`config.mk`:
```
export PLATFORM = sky130hd
export DESIGN_NAME = mby_msh_mem_rd_dp
export DESIGN_NICKNAME = d
export VERILOG_FILES = /design/src/rtl/mby_msh_pkg.sv /design/src/rtl/mby_msh_rsp_fifo.sv /design/src/rtl/mby_msh_mem_rd_dp.sv
export SDC_FILE = /design/constraint.sdc
export NUM_CORES = 1
export LEC_CHECK = 0
export ABC_AREA = 1
export CORE_MARGIN = 1
export CORE_UTILIZATION = 35
export CTS_BUF_LIST = sky130_fd_sc_hd__clkbuf_16
export CTS_CLUSTER_DIAMETER = 120
export DETAILED_ROUTE_END_ITERATION = 6
export PLACE_DENSITY = 0.6
export RECOVER_POWER = 50
export SKIP_CTS_REPAIR_TIMING = 1
export SLEW_MARGIN = 20
export SYNTH_ARGS = -nofsm -noshare
export SYNTH_HDL_FRONTEND = slang
export SYNTH_SLANG_ARGS = --single-unit
```
`constraint.sdc`:
```
create_clock -name mclk -period 13.5 [get_ports mclk]
set_clock_uncertainty 0.15 [all_clocks]
set_input_delay 1.35 -clock mclk [delete_from_list [all_inputs] [get_ports mclk]]
set_output_delay 1.35 -clock mclk [all_outputs]
set_load 0.05 [all_outputs]
```
`src/rtl/mby_msh_pkg.sv`:
```
// Shared types and default sizes for the mesh memory node datapaths.
package mby_msh_pkg;

   localparam int MSH_MEM_ADDR_W = 14;
   localparam int MSH_MEM_DATA_W = 512;
   localparam int MSH_TAG_W      = 8;
   localparam int MSH_MEM_RD_LAT = 2;

   typedef struct packed {
      logic [MSH_MEM_DATA_W-1:0] data;
      logic [MSH_TAG_W-1:0]      tag;
      logic                      err;
   } msh_rd_rsp_t;

endpackage

```
`src/rtl/mby_msh_rsp_fifo.sv`:
```
// In-order DEPTH x WIDTH response FIFO with registered storage, full/empty and occupancy.
module mby_msh_rsp_fifo #(
   parameter int DEPTH = 4,
   parameter int WIDTH = 8
) (
   input  logic                       clk_i,
   input  logic                       rst_n,
   input  logic                       wr_en_i,
   input  logic [WIDTH-1:0]           wr_data_i,
   input  logic                       rd_en_i,
   output logic [WIDTH-1:0]           rd_data_o,
   output logic                       full_o,
   output logic                       empty_o,
   output logic [$clog2(DEPTH+1)-1:0] count_o
);

   localparam int PTR_W = (DEPTH > 1) ? $clog2(DEPTH) : 1;
   localparam int CNT_W = $clog2(DEPTH+1);

   logic [WIDTH-1:0] mem_q [DEPTH];
   logic [PTR_W-1:0] wr_ptr_q;
   logic [PTR_W-1:0] rd_ptr_q;
   logic [CNT_W-1:0] count_q;
   logic             rd_fire;

   function automatic logic [PTR_W-1:0] ptr_inc(input logic [PTR_W-1:0] p);
      return (p == PTR_W'(DEPTH-1)) ? '0 : p + PTR_W'(1);
   endfunction

   assign rd_fire   = rd_en_i && !empty_o;
   assign full_o    = (count_q == CNT_W'(DEPTH));
   assign empty_o   = (count_q == '0);
   assign count_o   = count_q;
   assign rd_data_o = mem_q[rd_ptr_q];

   // NOTE: sequential state uses <= so every flop samples pre-edge values, independent of block order.
   always_ff @(posedge clk_i or negedge rst_n) begin
      if (!rst_n) begin
         wr_ptr_q <= '0;
         rd_ptr_q <= '0;
         count_q  <= '0;
      end else begin
         if (wr_en_i) wr_ptr_q <= ptr_inc(wr_ptr_q);
         if (rd_fire) rd_ptr_q <= ptr_inc(rd_ptr_q);
         unique case ({wr_en_i, rd_fire})
            2'b10:   count_q <= count_q + CNT_W'(1);
            2'b01:   count_q <= count_q - CNT_W'(1);
            default: ;
         endcase
      end
   end

   // NOTE: storage has no reset; the pointers alone define which entries are meaningful.
   always_ff @(posedge clk_i) begin
      if (wr_en_i) mem_q[wr_ptr_q] <= wr_data_i;
   end

   a_no_overflow: assert property (@(posedge clk_i) disable iff (!rst_n)
      !(wr_en_i && full_o && !rd_en_i));

endmodule

```
`src/rtl/mby_msh_mem_rd_dp.sv`:
```
// Read-return datapath: issues SRAM reads, tracks fixed latency, buffers tagged responses.
module mby_msh_mem_rd_dp
   import mby_msh_pkg::*;
#(
   parameter int ADDR_W    = MSH_MEM_ADDR_W,
   parameter int DATA_W    = MSH_MEM_DATA_W,
   parameter int TAG_W     = MSH_TAG_W,
   parameter int MEM_LAT   = MSH_MEM_RD_LAT,
   parameter int RSP_DEPTH = 4,
   parameter int ERR_CNT_W = 16
) (
   input  logic                 mclk,
   input  logic                 rst_n,
   input  logic                 req_valid,
   output logic                 req_ready,
   input  logic [ADDR_W-1:0]    req_addr,
   input  logic [TAG_W-1:0]     req_tag,
   output logic                 mem_rd_en,
   output logic [ADDR_W-1:0]    mem_rd_addr,
   input  logic [DATA_W-1:0]    mem_rd_data,
   input  logic                 mem_rd_err,
   output logic                 rsp_valid,
   input  logic                 rsp_ready,
   output logic [DATA_W-1:0]    rsp_data,
   output logic [TAG_W-1:0]     rsp_tag,
   output logic                 rsp_err,
   output logic [ERR_CNT_W-1:0] err_cnt
);

   localparam int CNT_W = $clog2(RSP_DEPTH+1);
   localparam int RSP_W = DATA_W + TAG_W + 1;

   logic [CNT_W-1:0]     pend_q, pend_d;
   logic [MEM_LAT-1:0]   pipe_vld_q;
   logic [TAG_W-1:0]     pipe_tag_q [MEM_LAT];
   logic [ERR_CNT_W-1:0] err_cnt_q;
   logic                 accept, consume, fifo_wr, fifo_full, fifo_empty;
   logic [RSP_W-1:0]     fifo_rd_data;
   logic [CNT_W-1:0]     fifo_count;

   // Pending counts every accepted read not yet consumed, so FIFO space is reserved at accept.
   assign req_ready   = rst_n && (pend_q < CNT_W'(RSP_DEPTH));
   assign accept      = req_valid && req_ready;
   assign consume     = rsp_valid && rsp_ready;
   assign mem_rd_en   = accept;
   assign mem_rd_addr = req_addr;
   assign fifo_wr     = pipe_vld_q[MEM_LAT-1];
   assign rsp_valid   = !fifo_empty;
   assign err_cnt     = err_cnt_q;
   assign {rsp_data, rsp_tag, rsp_err} = fifo_rd_data;

   // NOTE: assign a default first so no path leaves pend_d unassigned and infers a latch.
   always_comb begin
      pend_d = pend_q;
      unique case ({accept, consume})
         2'b10:   pend_d = pend_q + CNT_W'(1);
         2'b01:   pend_d = pend_q - CNT_W'(1);
         default: ;
      endcase
   end

   always_ff @(posedge mclk or negedge rst_n) begin
      if (!rst_n) begin
         pend_q     <= '0;
         pipe_vld_q <= '0;
         err_cnt_q  <= '0;
      end else begin
         pend_q        <= pend_d;
         pipe_vld_q[0] <= accept;
         for (int i = 1; i < MEM_LAT; i++) pipe_vld_q[i] <= pipe_vld_q[i-1];
         if (fifo_wr && mem_rd_err && (err_cnt_q != '1)) err_cnt_q <= err_cnt_q + ERR_CNT_W'(1);
      end
   end

   always_ff @(posedge mclk) begin
      pipe_tag_q[0] <= req_tag;
      for (int i = 1; i < MEM_LAT; i++) pipe_tag_q[i] <= pipe_tag_q[i-1];
   end

   mby_msh_rsp_fifo #(
      .DEPTH (RSP_DEPTH),
      .WIDTH (RSP_W)
   ) u_rsp_fifo (
      .clk_i     (mclk),
      .rst_n     (rst_n),
      .wr_en_i   (fifo_wr),
      .wr_data_i ({mem_rd_data, pipe_tag_q[MEM_LAT-1], mem_rd_err}),
      .rd_en_i   (consume),
      .rd_data_o (fifo_rd_data),
      .full_o    (fifo_full),
      .empty_o   (fifo_empty),
      .count_o   (fifo_count)
   );

   a_no_full_write: assert property (@(posedge mclk) disable iff (!rst_n)
      !(fifo_wr && fifo_full && !consume));
   a_rsp_stable: assert property (@(posedge mclk) disable iff (!rst_n)
      (rsp_valid && !rsp_ready) |=> (rsp_valid && $stable(rsp_data) && $stable(rsp_tag) && $stable(rsp_err)));
   a_pend_bound: assert property (@(posedge mclk) disable iff (!rst_n)
      (pend_q <= CNT_W'(RSP_DEPTH)) && (pend_q >= fifo_count));

endmodule

```
### After elaboration in Yosys (flattened, before gate mapping)

Memory sizes are Yosys's and may differ from the RTL's.
Index checks and enable logic that the tools add are counted.

* bits in registers: 28
* RAM bits: 2100
* bits of input ports: 539
* output and inout bits: 554
* logic and storage cells: 39
* memories kept: 2

Memory list
* u_rsp_fifo.mem_q: words 4, width 521, rd ports 1, clocked after Yosys merged registers in 0, wr ports 1, line mby_msh_rsp_fifo.sv:20 `logic [WIDTH-1:0] mem_q [DEPTH];`
* pipe_tag_q: words 2, width 8, rd ports 2, clocked after Yosys merged registers in 0, wr ports 2, line mby_msh_mem_rd_dp.sv:35 `logic [TAG_W-1:0] pipe_tag_q [MEM_LAT];`

* $add $sub $neg: 7
* magnitude comparators: 1
* equal/unequal tests: 7
* muxes and demuxes: 6
* reductions and logical operators: 10

Operator list (number)
* 16-bit by 1-bit adder with 16-bit output (second input constant): 1
* 16-bit != test (second input constant): 1
* 3-bit case mux with 2 select lines: 2
* 2-bit == test (second input constant): 4
* 3-bit by 1-bit adder with 3-bit output (second input constant): 2
* 1-bit logical AND: 6
* 3-bit by 1-bit subtractor with 3-bit output (second input constant): 2
* 2-bit by 1-bit adder with 2-bit output (second input constant): 2
* 2-bit by 1-bit == test with 1-bit output (second input constant): 2
* 2-bit two-way mux: 2
* 2-bit nonzero test: 2
* 3-bit logical NOT: 1
* 3-bit < comparator (second input constant): 1
* 1-bit two-way mux: 2
* 1-bit logical NOT: 1

### Logic depth before layout (Yosys ltp)

* word-level depth: 6
* mapped depth: 9
* gate-level depth less buffers: 9

### By module

A second synthesis with hierarchy kept.

* cells, all modules: 6327
* area, all modules: 84748.8 um^2

Modules (own cells, without submodules)
* mby_msh_rsp_fifo: instances 1, cells each 6137, area an instance 83101.0 um^2, sequential area each 62755.2 um^2
* mby_msh_mem_rd_dp: instances 1, cells each 190, area an instance 1647.8 um^2, sequential area each 845.8 um^2

### Worst setup path after synthesis

No wires, ideal clock.

* path kind: register to register
* start point: reg u_rsp_fifo.wr_ptr_q[0]
* end point: mem u_rsp_fifo.mem_q[2][0] (netlist name), enable pin
* library setup time: 0.868 ns
* arrival: 10.663 ns
* required time: 12.482 ns
* path slack: 1.819 ns
* cell stages (with the launch flop): 5
* path buffers: 0
* period minus slack after synthesis: 11.681 ns
* cells stage by stage: dfrtp_1 > inv_1 > ha_1 > nand2_1 > inv_1

RTL lines
* start: declaration: line mby_msh_rsp_fifo.sv:21 `logic [PTR_W-1:0] wr_ptr_q;`
* start signal: assignment: line mby_msh_rsp_fifo.sv:43 `if (wr_en_i) wr_ptr_q <= ptr_inc(wr_ptr_q);`
* end: declaration: line mby_msh_rsp_fifo.sv:20

No word-level cell before the write port.

### Worst setup path after layout

* start point: reg u_rsp_fifo.wr_ptr_q[1]
* end point: mem u_rsp_fifo.mem_q[1][177] (netlist name), enable pin

No word-level cell before the write port.

==> impl_results.md <==
* Worst-Margin Slew at 6.08 ns
* Crit end category: register
* Worst-Skew Late Latency at 0.84 ns
* Vias in the first global route at 46500
* Syn_area_per_cell at 14.9 um2
* Crit share post-route at 0.654
* Final Hold Vio Count at 0
* CP Launch Type: register
* Initial antenna violation count at 194
* Final setup violation count at 0
* Detail Route Antenna Nets at 0
* LEAKAGE at 31.9 nW
* Crit path max fanout at 122
* Top-count cell post-synth: edfxtp_1
* Post-DP HPWL at 130000 um
* Ys flop type: edfxtp_1
* PwrDens at 247 mW/mm2
* Final wirelength at 217000 um
* Outcome: finished, violations left
* Post-layout util at 0.444
* H-tree depth at 4
* Max clock buf depth at 3
* Cts bufs inserted at 215
* Die W at 476 um
* Relative slew slack at -3.08
* Core Area at 0.223 mm2
* Final Net Count at 6809
* Count of buffers from port buffering at 1064
* Synthesized Nets at 5837
* Reg-to-reg slack, setup at 4.68 ns
* Layout cells sized above 1 at 0.0562
* Clk sinks at 2128
* Root Buffer: clkbuf_16
* Fin Setup TNS at 0 ns
* CP Data Required Time at 13.73 ns
* Final WS setup at 4.68 ns
* Layout area overhead at 25.9%
* Row count at 173
* Post-synth EDFFs at 2084
* Top cell type's share of synthesized area at 0.795
* DRC errors left at 0
* Number of synthesized register bits at 2128
* Routed length per placed instance at 22.8 um
* Placer Congestion at 0.830
* Slew Limit Fails at 419
* Vias at 48500
* First drt pass iteration count at 7
* WS Path Type: register to register
* Seq/Total Area, Yosys at 0.808
* Maximum clock frequency at 113 MHz
* Asr flop ratio synth at 0.0132
* Worst EP arrival at 9.05 ns
* Post-synth cell types at 27
* Hold Crit Class: register to register
* Ranking of synthesized cells by area: edfxtp_1 (79%), o21ai_0 (6.7%), nor2_1 (5.1%), o22ai_1 (4.1%), clkbuf_1 (1.0%)
* Layout filler cell count at 19700
* Failing checks: capacitance limit, slew limit
* Commonest cells in the netlist: edfxtp_1 (2084), nor2_1 (1060), o21ai_0 (1050), o22ai_1 (521), clkbuf_1 (211)
* Placed Area at 0.0920 mm2
* Vias/cell at 5.11
* Peak supply drop at 0.172 mV
* Yosys top cell by area: edfxtp_1
* DP Worst Slack at 6.83 ns
* Hold_ws at 0.169 ns
* Unrepaired setup endpoints after global routing: false
* CTS tree: built
* I/O pin total at 1093
* GRT overflow at 0
* Die Height at 476 um
* GRT Total Usage at 0.183
* DRT iter0 DRCs at 3918
* Die area at 0.227 mm2
* Clk slew on worst S/H paths at 0.06 ns
* First-pass GRT wire length at 314000 um
* Syn. warnings at 0
* Finished Cell Area at 0.0991 mm2
* Starting density of the core at 0.353
* Tmin final at 8.82 ns
* Mapped Cells at 5288
* Largest net degree at the start of global routing at 293
* Mapped Area at 0.0787 mm2
* Max-cap viol count at 5
==> metrics by stage <==
step	power, mW	cells
2_1_floorplan	15.2	5288
3_3_place_gp	18.8	9018
3_5_place_dp	18.8	9018
4_1_cts	24.7	9420
5_1_grt	25.4	9465
6_report	24.5	9507
==> where the power goes <==
part | switching [mW] | internal (mW)
clock | 2.52 | 3.27
combinational | 7.80 | 2.89
sequential | 0.152 | 7.81
==> layer usage <==
layer,wire [um],vias up,track usage
met1,86800,24100,0.225
met5,492,-,0
met2,102000,1730,0.293
met3,18900,576,0.0656
met4,8580,78,0.0751
li1,-,22000,-
==> layout by cell type, fill, tap and decap left out, types with 2 or more instances in the layout <==
| master | netlist | routed |
|---|---|---|
| edfxtp_1 | 2084 | 2084 |
| nor2_1 | 1060 | 1060 |
| o21ai_0 | 1050 | 1050 |
| clkdlybuf4s50_1 | 0 | 541 |
| dlygate4sd3_1 | 0 | 523 |
| o22ai_1 | 521 | 521 |
| clkbuf_16 | 0 | 216 |
| nand2_1 | 90 | 90 |
| diode_2 | 0 | 87 |
| inv_1 | 29 | 69 |
| clkinv_1 | 0 | 61 |
| clkinv_2 | 0 | 43 |
| buf_4 | 45 | 37 |
| dfrtp_1 | 28 | 26 |
| bufinv_16 | 0 | 19 |
| dfxtp_1 | 16 | 16 |
| buf_12 | 0 | 15 |
| nand3_1 | 11 | 11 |
| ha_1 | 8 | 8 |
| clkinv_16 | 0 | 7 |
| xnor2_1 | 7 | 7 |
| nand4_1 | 5 | 5 |
| inv_6 | 1 | 5 |
| clkinvlp_2 | 0 | 4 |
| xor2_1 | 4 | 4 |
| clkinv_8 | 0 | 4 |
| inv_8 | 0 | 2 |
| nor2_2 | 2 | 2 |
| a21oi_1 | 2 | 2 |
| fa_1 | 2 | 2 |
| dfrtp_4 | 0 | 2 |
==> flip-flops by register name, indices dropped and copies added (netlist names) <==
signal / cells
pipe_vld_q: 2
err_cnt: 16
u_rsp_fifo.mem_q: 2084
u_rsp_fifo.count_o: 3
pend_q: 3
u_rsp_fifo.wr_ptr_q: 2
pipe_tag_q: 16
u_rsp_fifo.rd_ptr_q: 2
==> cell type report <==
| class | instances | area (um2) | share of cell area |
|---|---|---|---|
| antenna | 87 | 218 | 0.00220 |
| clock buffer | 216 | 5410 | 0.0546 |
| clock inverter | 186 | 1520 | 0.0153 |
| inverter | 31 | 155 | 0.00157 |
| multi-input combinational | 2766 | 13200 | 0.133 |
| sequential | 2128 | 63600 | 0.642 |
| tap | 2975 | 3720 | 0.0376 |
| timing repair buffer | 1118 | 11200 | 0.113 |
==> critical path, cell delays in order, from the launching register on <==
cell,delay [ns]
dfrtp_1,0.37
inv_1,0.08
ha_1,0.18
nand2_1,0.07
clkinvlp_2,4.41
buf_4,2.03
buf_4,0.45
buf_12,0.31
==> final timing paths <==
kind                                                         start                                 end  cells after the start
worst min-delay path                      pipe_tag_q[0][0]$_DFF_P_            pipe_tag_q[0][8]$_DFF_P_                      0
worst max register to register  u_rsp_fifo.wr_ptr_q[1]$_DFFE_PN0P_  u_rsp_fifo.mem_q[1][177]$_DFFE_PP_                      7
min in group asynchronous                                    rst_n              err_cnt[5]$_DFFE_PN0P_                      2
worst min register to register            pipe_tag_q[0][0]$_DFF_P_            pipe_tag_q[0][8]$_DFF_P_                      0
max in group asynchronous                                    rst_n  u_rsp_fifo.rd_ptr_q[1]$_DFFE_PN0P_                      2
worst max-delay path            u_rsp_fifo.wr_ptr_q[1]$_DFFE_PN0P_  u_rsp_fifo.mem_q[1][177]$_DFFE_PP_                      7
==> logic make-up after synthesis <==
family,after synthesis,synth area share
DFF,2128,0.808
AOI/OAI and AO/OA,1574,0.109
and+or+nand+nor,1171,0.0563
buffers and inverters,394,0.0242
xor gates and xnor gates,11,0.00122
adders and majority gates,10,0.00178
Note: power is estimated with default switching activity, not from simulation.
